$ cat config.mk
export PLATFORM = sky130hd
export DESIGN_NAME = grid_cursor_seek
export DESIGN_NICKNAME = d
export VERILOG_FILES = /design/src/rtl/grid_cursor_pkg.sv /design/src/rtl/grid_step.sv /design/src/rtl/grid_cursor_seek.sv
export SDC_FILE = /design/constraint.sdc
export NUM_CORES = 1
export LEC_CHECK = 0
export ABC_CLOCK_PERIOD_IN_PS = 4200
export BUFFER_PORTS_ARGS = -buffer_cell sky130_fd_sc_hd__buf_2
export CAP_MARGIN = 25
export CORE_ASPECT_RATIO = 0.6
export CORE_MARGIN = 4
export CORE_UTILIZATION = 56
export CTS_BUF_LIST = sky130_fd_sc_hd__clkbuf_8
export CTS_CLUSTER_DIAMETER = 200
export CTS_CLUSTER_SIZE = 40
export DETAILED_ROUTE_END_ITERATION = 8
export GPL_TIMING_DRIVEN = 0
export HOLD_SLACK_MARGIN = 0.08
export PLACE_DENSITY_LB_ADDON = 0.1
export REMOVE_ABC_BUFFERS = 1
export SLEW_MARGIN = 20
export SYNTH_ARGS = -nofsm -noshare
export SYNTH_HDL_FRONTEND = slang
export SYNTH_SLANG_ARGS = --single-unit
$ cat constraint.sdc
create_clock -name clk -period 4.2 [get_ports clk]
set_clock_uncertainty 0.1 [all_clocks]
set_input_delay 0.42 -clock clk [delete_from_list [all_inputs] [get_ports clk]]
set_output_delay 0.42 -clock clk [all_outputs]
set_load 0.005 [all_outputs]
$ cat src/rtl/grid_cursor_pkg.sv
// grid_cursor_pkg: shared types and constants for the keypad grid cursor
package grid_cursor_pkg;
    typedef enum logic [2:0] {DIR_NONE, DIR_UP, DIR_DOWN, DIR_LEFT, DIR_RIGHT} dir_t;
    typedef enum logic {S_IDLE, S_SEEK} state_t;
    localparam logic [23:0] DEC_MASK_DEFAULT = 24'hC3_3FFF;
endpackage

$ cat src/rtl/grid_step.sv
// grid_step: one-cell combinational move on the grid with wrap or off-grid detection
module grid_step
    import grid_cursor_pkg::*;
#(
    parameter int COLS = 6,
    parameter int ROWS = 4,
    parameter int WRAP = 1,
    parameter int XW = $clog2(COLS),
    parameter int YW = $clog2(ROWS)
) (
    input  logic [XW-1:0] x,
    input  logic [YW-1:0] y,
    input  dir_t          dir,
    output logic [XW-1:0] nx,
    output logic [YW-1:0] ny,
    output logic          off_grid
);
    logic x_lo, x_hi, y_lo, y_hi;
    assign x_lo = x == '0;
    assign x_hi = x == XW'(COLS - 1);
    assign y_lo = y == '0;
    assign y_hi = y == YW'(ROWS - 1);
    // Step along dir; edges wrap modulo the grid, and in clamp mode flag the step off-grid
    always_comb begin
        nx = dir == DIR_LEFT ? (x_lo ? XW'(COLS - 1) : x - XW'(1)) :
             dir == DIR_RIGHT ? (x_hi ? '0 : x + XW'(1)) : x;
        ny = dir == DIR_UP ? (y_lo ? YW'(ROWS - 1) : y - YW'(1)) :
             dir == DIR_DOWN ? (y_hi ? '0 : y + YW'(1)) : y;
        off_grid = (WRAP == 0) && ((dir == DIR_LEFT && x_lo) || (dir == DIR_RIGHT && x_hi) ||
                                   (dir == DIR_UP && y_lo) || (dir == DIR_DOWN && y_hi));
    end
endmodule

$ cat src/rtl/grid_cursor_seek.sv
// grid_cursor_seek: keypad grid cursor that skips forbidden cells one per clock
module grid_cursor_seek
    import grid_cursor_pkg::*;
#(
    parameter int COLS = 6,
    parameter int ROWS = 4,
    parameter logic [COLS*ROWS-1:0] HEX_MASK = '1,
    parameter logic [COLS*ROWS-1:0] DEC_MASK = DEC_MASK_DEFAULT,
    parameter int WRAP = 1,
    parameter int HOME_X = 0,
    parameter int HOME_Y = 0,
    parameter int XW = $clog2(COLS),
    parameter int YW = $clog2(ROWS),
    parameter int IW = $clog2(COLS * ROWS)
) (
    input  logic          clk,
    input  logic          rst,
    input  logic          mode,
    input  logic          dir_up,
    input  logic          dir_down,
    input  logic          dir_left,
    input  logic          dir_right,
    output logic [XW-1:0] pos_x,
    output logic [YW-1:0] pos_y,
    output logic [IW-1:0] cell_idx,
    output logic          busy,
    output logic          moved,
    output logic          blocked
);
    localparam int LMAX = COLS > ROWS ? COLS : ROWS;
    localparam int CW = $clog2(LMAX + 1);

    function automatic logic [IW-1:0] idx(input logic [XW-1:0] x, input logic [YW-1:0] y);
        return IW'(y) * IW'(COLS) + IW'(x);
    endfunction

    state_t state, state_n;
    dir_t dir_q, dir_n, req, step_dir;
    logic [XW-1:0] pos_x_n, cand_x, cand_x_n, a_x, b_x;
    logic [YW-1:0] pos_y_n, cand_y, cand_y_n, a_y, b_y;
    logic [CW-1:0] cnt, cnt_n;
    logic [COLS*ROWS-1:0] mask;
    logic cand_off, cand_off_n, a_off, b_off, moved_n, blocked_n, mode_q;
    logic cur_ok, a_ok, cand_ok, last;

    assign mask = mode ? DEC_MASK : HEX_MASK;
    assign req = dir_up ? DIR_UP : dir_down ? DIR_DOWN : dir_left ? DIR_LEFT :
                 dir_right ? DIR_RIGHT : DIR_NONE;
    assign step_dir = state == S_SEEK ? dir_q : req;
    assign cur_ok = mask[idx(pos_x, pos_y)];
    assign a_ok = mask[idx(a_x, a_y)];
    assign cand_ok = mask[idx(cand_x, cand_y)];
    assign last = cnt == ((dir_q == DIR_UP || dir_q == DIR_DOWN) ? CW'(ROWS - 1) : CW'(COLS - 1));
    assign cell_idx = idx(pos_x, pos_y);
    assign busy = state == S_SEEK;

    // In IDLE the first step starts from pos; in SEEK it advances the pending candidate.
    // The second step provides the candidate to hold when the first lands on a forbidden cell.
    grid_step #(.COLS(COLS), .ROWS(ROWS), .WRAP(WRAP)) u_step_a (
        .x(state == S_SEEK ? cand_x : pos_x), .y(state == S_SEEK ? cand_y : pos_y),
        .dir(step_dir), .nx(a_x), .ny(a_y), .off_grid(a_off)
    );
    grid_step #(.COLS(COLS), .ROWS(ROWS), .WRAP(WRAP)) u_step_b (
        .x(a_x), .y(a_y), .dir(step_dir), .nx(b_x), .ny(b_y), .off_grid(b_off)
    );

    // State and output registers; mode is sampled to detect a change during a seek
    always_ff @(posedge clk) begin
        mode_q <= mode;
        if (rst) begin
            state <= S_IDLE;
            pos_x <= XW'(HOME_X);
            pos_y <= YW'(HOME_Y);
            cand_x <= '0;
            cand_y <= '0;
            cand_off <= 1'b0;
            dir_q <= DIR_NONE;
            cnt <= '0;
            moved <= 1'b0;
            blocked <= 1'b0;
        end else begin
            state <= state_n;
            pos_x <= pos_x_n;
            pos_y <= pos_y_n;
            cand_x <= cand_x_n;
            cand_y <= cand_y_n;
            cand_off <= cand_off_n;
            dir_q <= dir_n;
            cnt <= cnt_n;
            moved <= moved_n;
            blocked <= blocked_n;
        end
    end

    // Relocate, move, block or seek in IDLE; walk the candidate one cell per clock in SEEK
    always_comb begin
        state_n = state;
        pos_x_n = pos_x;
        pos_y_n = pos_y;
        cand_x_n = cand_x;
        cand_y_n = cand_y;
        cand_off_n = cand_off;
        dir_n = dir_q;
        cnt_n = cnt;
        moved_n = 1'b0;
        blocked_n = 1'b0;
        if (state == S_IDLE) begin
            if (!cur_ok) begin
                pos_x_n = XW'(HOME_X);
                pos_y_n = YW'(HOME_Y);
                moved_n = 1'b1;
            end else if (req != DIR_NONE) begin
                if (a_off) begin
                    blocked_n = 1'b1;
                end else if (a_ok) begin
                    pos_x_n = a_x;
                    pos_y_n = a_y;
                    moved_n = 1'b1;
                end else begin
                    dir_n = req;
                    cand_x_n = b_x;
                    cand_y_n = b_y;
                    cand_off_n = b_off;
                    cnt_n = CW'(1);
                    state_n = S_SEEK;
                end
            end
        end else begin
            if (mode != mode_q) begin
                state_n = S_IDLE;
            end else if (!cand_off && cand_ok) begin
                pos_x_n = cand_x;
                pos_y_n = cand_y;
                moved_n = 1'b1;
                state_n = S_IDLE;
            end else if (cand_off || last) begin
                blocked_n = 1'b1;
                state_n = S_IDLE;
            end else begin
                cand_x_n = a_x;
                cand_y_n = a_y;
                cand_off_n = a_off;
                cnt_n = cnt + CW'(1);
            end
        end
    end
endmodule

# Yosys cells after proc, flatten, opt, wreduce, memory -nomap -nowiden
# Cells that the tools add are included.
[classes] mux=85 bitwise_logic=2 n_div=0 order_cmp=3 n_mul=3 shift=0 n_reduce_logical=15 n_addsub=12 eq_ne=19
[ops] operator="$mux 3" count=35
[ops] operator="$mux 2" count=22
[ops] operator="$mux 1" count=24
[ops] operator="$mux 22" count=1
[ops] operator="$lt 5x6->1 const B" count=3
[ops] operator="$add 5x3->5" count=3
[ops] operator="$bmux 1 s5" count=3
[ops] operator="$mul 2x2->4 const B" count=3
[ops] operator="$add 3x1->3 const B" count=3
[ops] operator="$eq 3x2->1 const B" count=3
[ops] operator="$eq 3x3->1 const B" count=3
[ops] operator="$ne 2x2->1 const B" count=4
[ops] operator="$reduce_and 4->1" count=2
[ops] operator="$eq 3x1->1 const B" count=2
[ops] operator="$logic_not 3->1" count=2
[ops] operator="$ne 3x2->1 const B" count=2
[ops] operator="$reduce_and 6->1" count=1
[ops] operator="$sub 3x1->3 const B" count=2
[ops] operator="$add 2x1->2 const B" count=2
[ops] operator="$eq 2x2->1 const B" count=2
[ops] operator="$logic_not 2->1" count=2
[ops] operator="$reduce_bool 2->1" count=2
[ops] operator="$reduce_or 4->1" count=1
[ops] operator="$sub 2x1->2 const B" count=2
[ops] operator="other kinds (8)" count=10
[totals] ramBits=0 input_bits=7 output_inout_bits=13 wordCells=150 register_bits=21 romBits=0 latch_bits=0 memories=0

# Longest topological paths before layout
[depth] depth_word=16 depth_mapped=17 ltp_nobuf=15

# Modules after synthesis
# From an unflattened synthesis, not the netlist that was laid out.
[unflattened] cells_unflattened=294 area_unflattened_um2=2346.0
[by_module_without_submodules] mod="grid_cursor_seek" area_per_inst_um2=1705.4 cells_per_inst=202 instances=1 seq_area_each_um2=420.4
[by_module_without_submodules] mod="grid_step" area_per_inst_um2=320.3 cells_per_inst=46 instances=2 seq_area_each_um2=0.0

# Worst setup path before layout
# Ideal clock, no wire load.
[synth_path] path_kind="register -> register" from="reg state, in the netlist busy" to="reg cand_y[1]" arrival_time_ps=3951 required_ps=3979 synth_period_minus_slack_ps=4173 n_path_buf=4 stages_incl_launch_ff=18 setup_time_ps=121 slack_ps=27 path_cell_list="dfxtp_1 -> buf_2 -> buf_2 -> clkbuf_1 -> o221ai_1 -> o211ai_1 -> xor2_1 -> ha_1 -> clkbuf_1 -> xnor2_1 -> ha_1 -> xnor2_1 -> nor2_1 -> a2111oi_1 -> nor2_1 -> o211a_4 -> a21oi_4 -> mux2_4"
[synth_between] elab_chain_cells=13 elab_cells_between_ends=49 classes_between="add/sub (7); mul (1); eq/ne (11); mux (24); reduce/logical (6)"
[synth_lines] item="start, declared" line_no="grid_cursor_seek.sv:37" text="state_t state, state_n;"
[synth_lines] item="start signal, assigned" line_no="grid_cursor_seek.sv:82" text="state <= state_n;"
[synth_lines] item="parallel branches: the longest is 13 deep, another holds $add 5x3->5"
[synth_lines] item="end signal, assigned" line_no="grid_cursor_seek.sv:86" text="cand_y <= cand_y_n;"
[synth_lines] item="end, declared" line_no="grid_cursor_seek.sv:40" text="logic [YW-1:0] pos_y_n, cand_y, cand_y_n, a_y, b_y;"
# Parallel ways; which one is timed is not known. The select of a mux whose other input is x is not followed.
# A chain may end at the register's enable or synchronous reset.

# Worst setup path in the final report
[layout_path] from="in dir_left" to="reg cand_y[1]"
[layout_between] elab_chain_cells=15 elab_cells_between_ends=35 classes_between="add/sub (3); mul (1); eq/ne (6); mux (21); reduce/logical (4)"
[layout_lines] item="start, declared" line_no="grid_cursor_seek.sv:21" text="input logic dir_left,"
[layout_lines] item="$mux 3 (*) (3 in a row)" line_no="grid_cursor_seek.sv:47" text="assign req = dir_up ? DIR_UP : dir_down ? DIR_DOWN : dir_left ? DIR_LEFT :"
[layout_lines] item="parallel branches: the longest is 12 deep, another holds $add 5x3->5"
# Mark *: on every way between the ends. The select of a mux whose other input is x is not followed.

==> reports/results.txt <==
Startpoint Class -> input pin
Core footprint -> 3740 µm²
Post-Layout Inst Area -> 2510 µm²
First-pass GRT wire length -> 10300 µm
Clock-pin transition on the worst setup and hold timing paths -> 90 ps
RSZ-0062 raised after global routing -> false
Placed insts -> 345
CP Data Required Time -> 4270 ps
Final hold slack -> 288 ps
Starting Density -> 0.596
Dpl cell area -> 2330 µm²
Mapped Cells -> 290
Clock latency on the worst-skew pair -> 270 ps
Drt pass-1 iters -> 5
Met3 wire len -> 699 µm
Crit Path Class -> in -> reg
Final hold vios -> 0
Asr flop ratio synth -> 0
Hold buffer count at cts -> 0
M1 WL -> 3120 µm
Most common cell in the synthesized netlist -> nand2_1
Met2 WL -> 2590 µm
Tot Pwr -> 0.00202 W
Antenna violations before repair -> 0
Iter 0 DRT Violations -> 209
Synth Cell Area -> 2230 µm²
Die width -> 89.5 µm
Vias -> 2360
Largest net degree at the start of global routing -> 23
Hold Crit Class -> in -> reg
Vias in the first global route -> 2069
Seq/Total Area, Yosys -> 0.179
Maximum clock frequency -> 248 MHz
GP Congestion -> 0.934
VDD IR max -> 0.000542 V
Switching Fraction -> 0.489
Top cells by count, synth -> 31 x nand2_1, 24 x a21oi_1, 21 x nor2_1
GRT overflow -> 0
PwrDens -> 805 nW/µm²
Routed len/inst -> 18.1 µm
Vias per cell -> 6.61
Root Driver -> clkbuf_8
CP Max Fanout -> 7
Crit. End Element -> register
Ranking of synthesized cells by area -> dfxtp_1 18%, ha_1 7.3%, a21oi_1 5.4%, nand2_1 5.2%, mux2i_1 3.6%
Clk buf depth -> 2
Max-cap violation count -> 0
P_sw -> 0.000987 W
I/O pins -> 20
Clk sinks -> 20
Tot GR Track Use -> 0.260
Routed WL -> 6450 µm
Leakage -> 1.01 nW
Area growth syn-to-layout -> 12.5%
Flop pwr share -> 0.175
Hpwl dp -> 4680 µm
Slew Viols, Final -> 0
Final min period -> 4030 ps
Comb power frac -> 0.726
Diodes inserted -> 0
Die ar. -> 5090 µm²
H-tree Lvls -> 1
Final non-filler cell total -> 357
Post-synthesis sequential element count -> 20
Crit-path max cell delay -> 400 ps
Post-synth EDFFs -> 0
TritonCTS clock tree -> built
DR top layer -> met4
Warning count from the yosys run -> 0
Critical-path top delay cell -> nor4_4
FP Rows -> 17
Number of port buffers -> 19
Final setup viols -> 0
# nets final -> 333
Synth area leader -> dfxtp_1
CP arrival -> 4100 ps
P_int -> 0.00103 W
Setup_tns -> 0 ps
CP cell instances -> buf_2, nor4_4, a22oi_2, nor3_1, mux2_2, mux2i_2, ha_1, ha_1, xnor2_1, nor2_1, a2111oi_2, nor2_1, o211a_4, a21oi_4, mux2_4
Crit share post-route -> 0.959
Die extent in y -> 56.9 µm
Synth unique cells -> 69
Post-route ant nets -> 0
Main flop type after synthesis -> dfxtp_1
DR DRC count -> 0
Num CTS Buffers -> 3
Outcome -> finished, final reports clean
Slew at the pin closest to its max-slew limit -> 826 ps
Clock power frac -> 0.099
Proportion of layout cells with a drive suffix above 1 -> 0.194
Syn Area/Cell -> 7.69 µm²
Worst relative slew slack -> 0.445
Share of the synthesized area in the top cell type -> 0.179
[critical path: cells and delay by family]
| family | cells | cell delay, ps |
|---|---|---|
| buffers and inverters | 1 | 160 |
| xor gates and xnor gates | 1 | 170 |
| AOI/OAI and AO/OA | 4 | 930 |
| adders and majority gates | 2 | 590 |
| and+or+nand+nor | 4 | 840 |
| muxes | 3 | 980 |
[path summary, 6_finish.rpt]
kind                                from   endpoint  slack, ps  cells past startpoint
worst max register to register      busy  cand_y[1]        190                     14
worst min register to register    cnt[1]     cnt[1]        410                      2
worst min-delay path                mode     mode_q        290                      1
worst max-delay path            dir_left  cand_y[1]        170                     15
[power by group through the flow]
stage	sequential, W	combinational, W	clock [W]
after floorplan	0.000322	0.00103	0
after global placement	0.000360	0.00128	0
after detailed placement	0.000362	0.00130	0
after CTS	0.000350	0.00132	0.000201
after global routing	0.000361	0.00161	0.000209
final	0.000354	0.00147	0.000200
[cells in the final DEF (no fill, tap or decap), drive strengths merged, types with 6 or more instances in the layout]
cell / count
nand2: 31
buf: 28
a21oi: 26
nor2: 21
dfxtp: 20
inv: 16
o21ai: 16
ha: 13
nand3: 10
nor4: 9
mux2i: 8
nor2b: 7
o21a: 6
nor3: 6
o211ai: 6
[routing by layer]
| metal | vias up | global-route usage |
|---|---|---|
| met5 | - | 0 |
| met4 | 0 | 0.0403 |
| met3 | 12 | 0.0587 |
| met2 | 118 | 0.354 |
| met1 | 1106 | 0.411 |
| li1 | 1124 | - |
[through the flow]
step                       util  setup WS [ps]
after floorplan               -           -141
after global routing      0.670           14.3
final                     0.670            172
after CTS                 0.648           12.4
after global placement    0.620          -1060
after detailed placement  0.623           -581
[repair_timing]
action / in CTS / in global routing
setup buffers: 1 / 7
pin swaps: 1 / 3
hold endpoints to repair: 0 / 0
resized for setup: 4 / 8
gates cloned: 0 / 0
setup endpoints to repair: 18 / 18
[cell families after synthesis]
group / share of synthesized area
mux: 0.0477
buf+inv: 0.0583
fa+ha+maj: 0.0909
compound gates: 0.298
simple gates: 0.286
xor+xnor: 0.0393
flops: 0.179
[sequential cells by signal (all words and copies together) (netlist names)]
name,cells
blocked,1
busy,1
cand_x,3
cand_y,2
cnt,3
dir_q,3
mode_q,1
moved,1
pos_x,3
pos_y,2
[final cells by class]
class | count | area (µm²)
clock buffer | 3 | 41.3
clock inverter | 1 | 30.0
fill | 342 | 1230
inverter | 17 | 66.3
multi-input combinational | 241 | 1740
sequential | 20 | 404
tap | 47 | 58.8
timing repair buffer | 28 | 164
No activity file was read; power rests on OpenSTA's default activity.
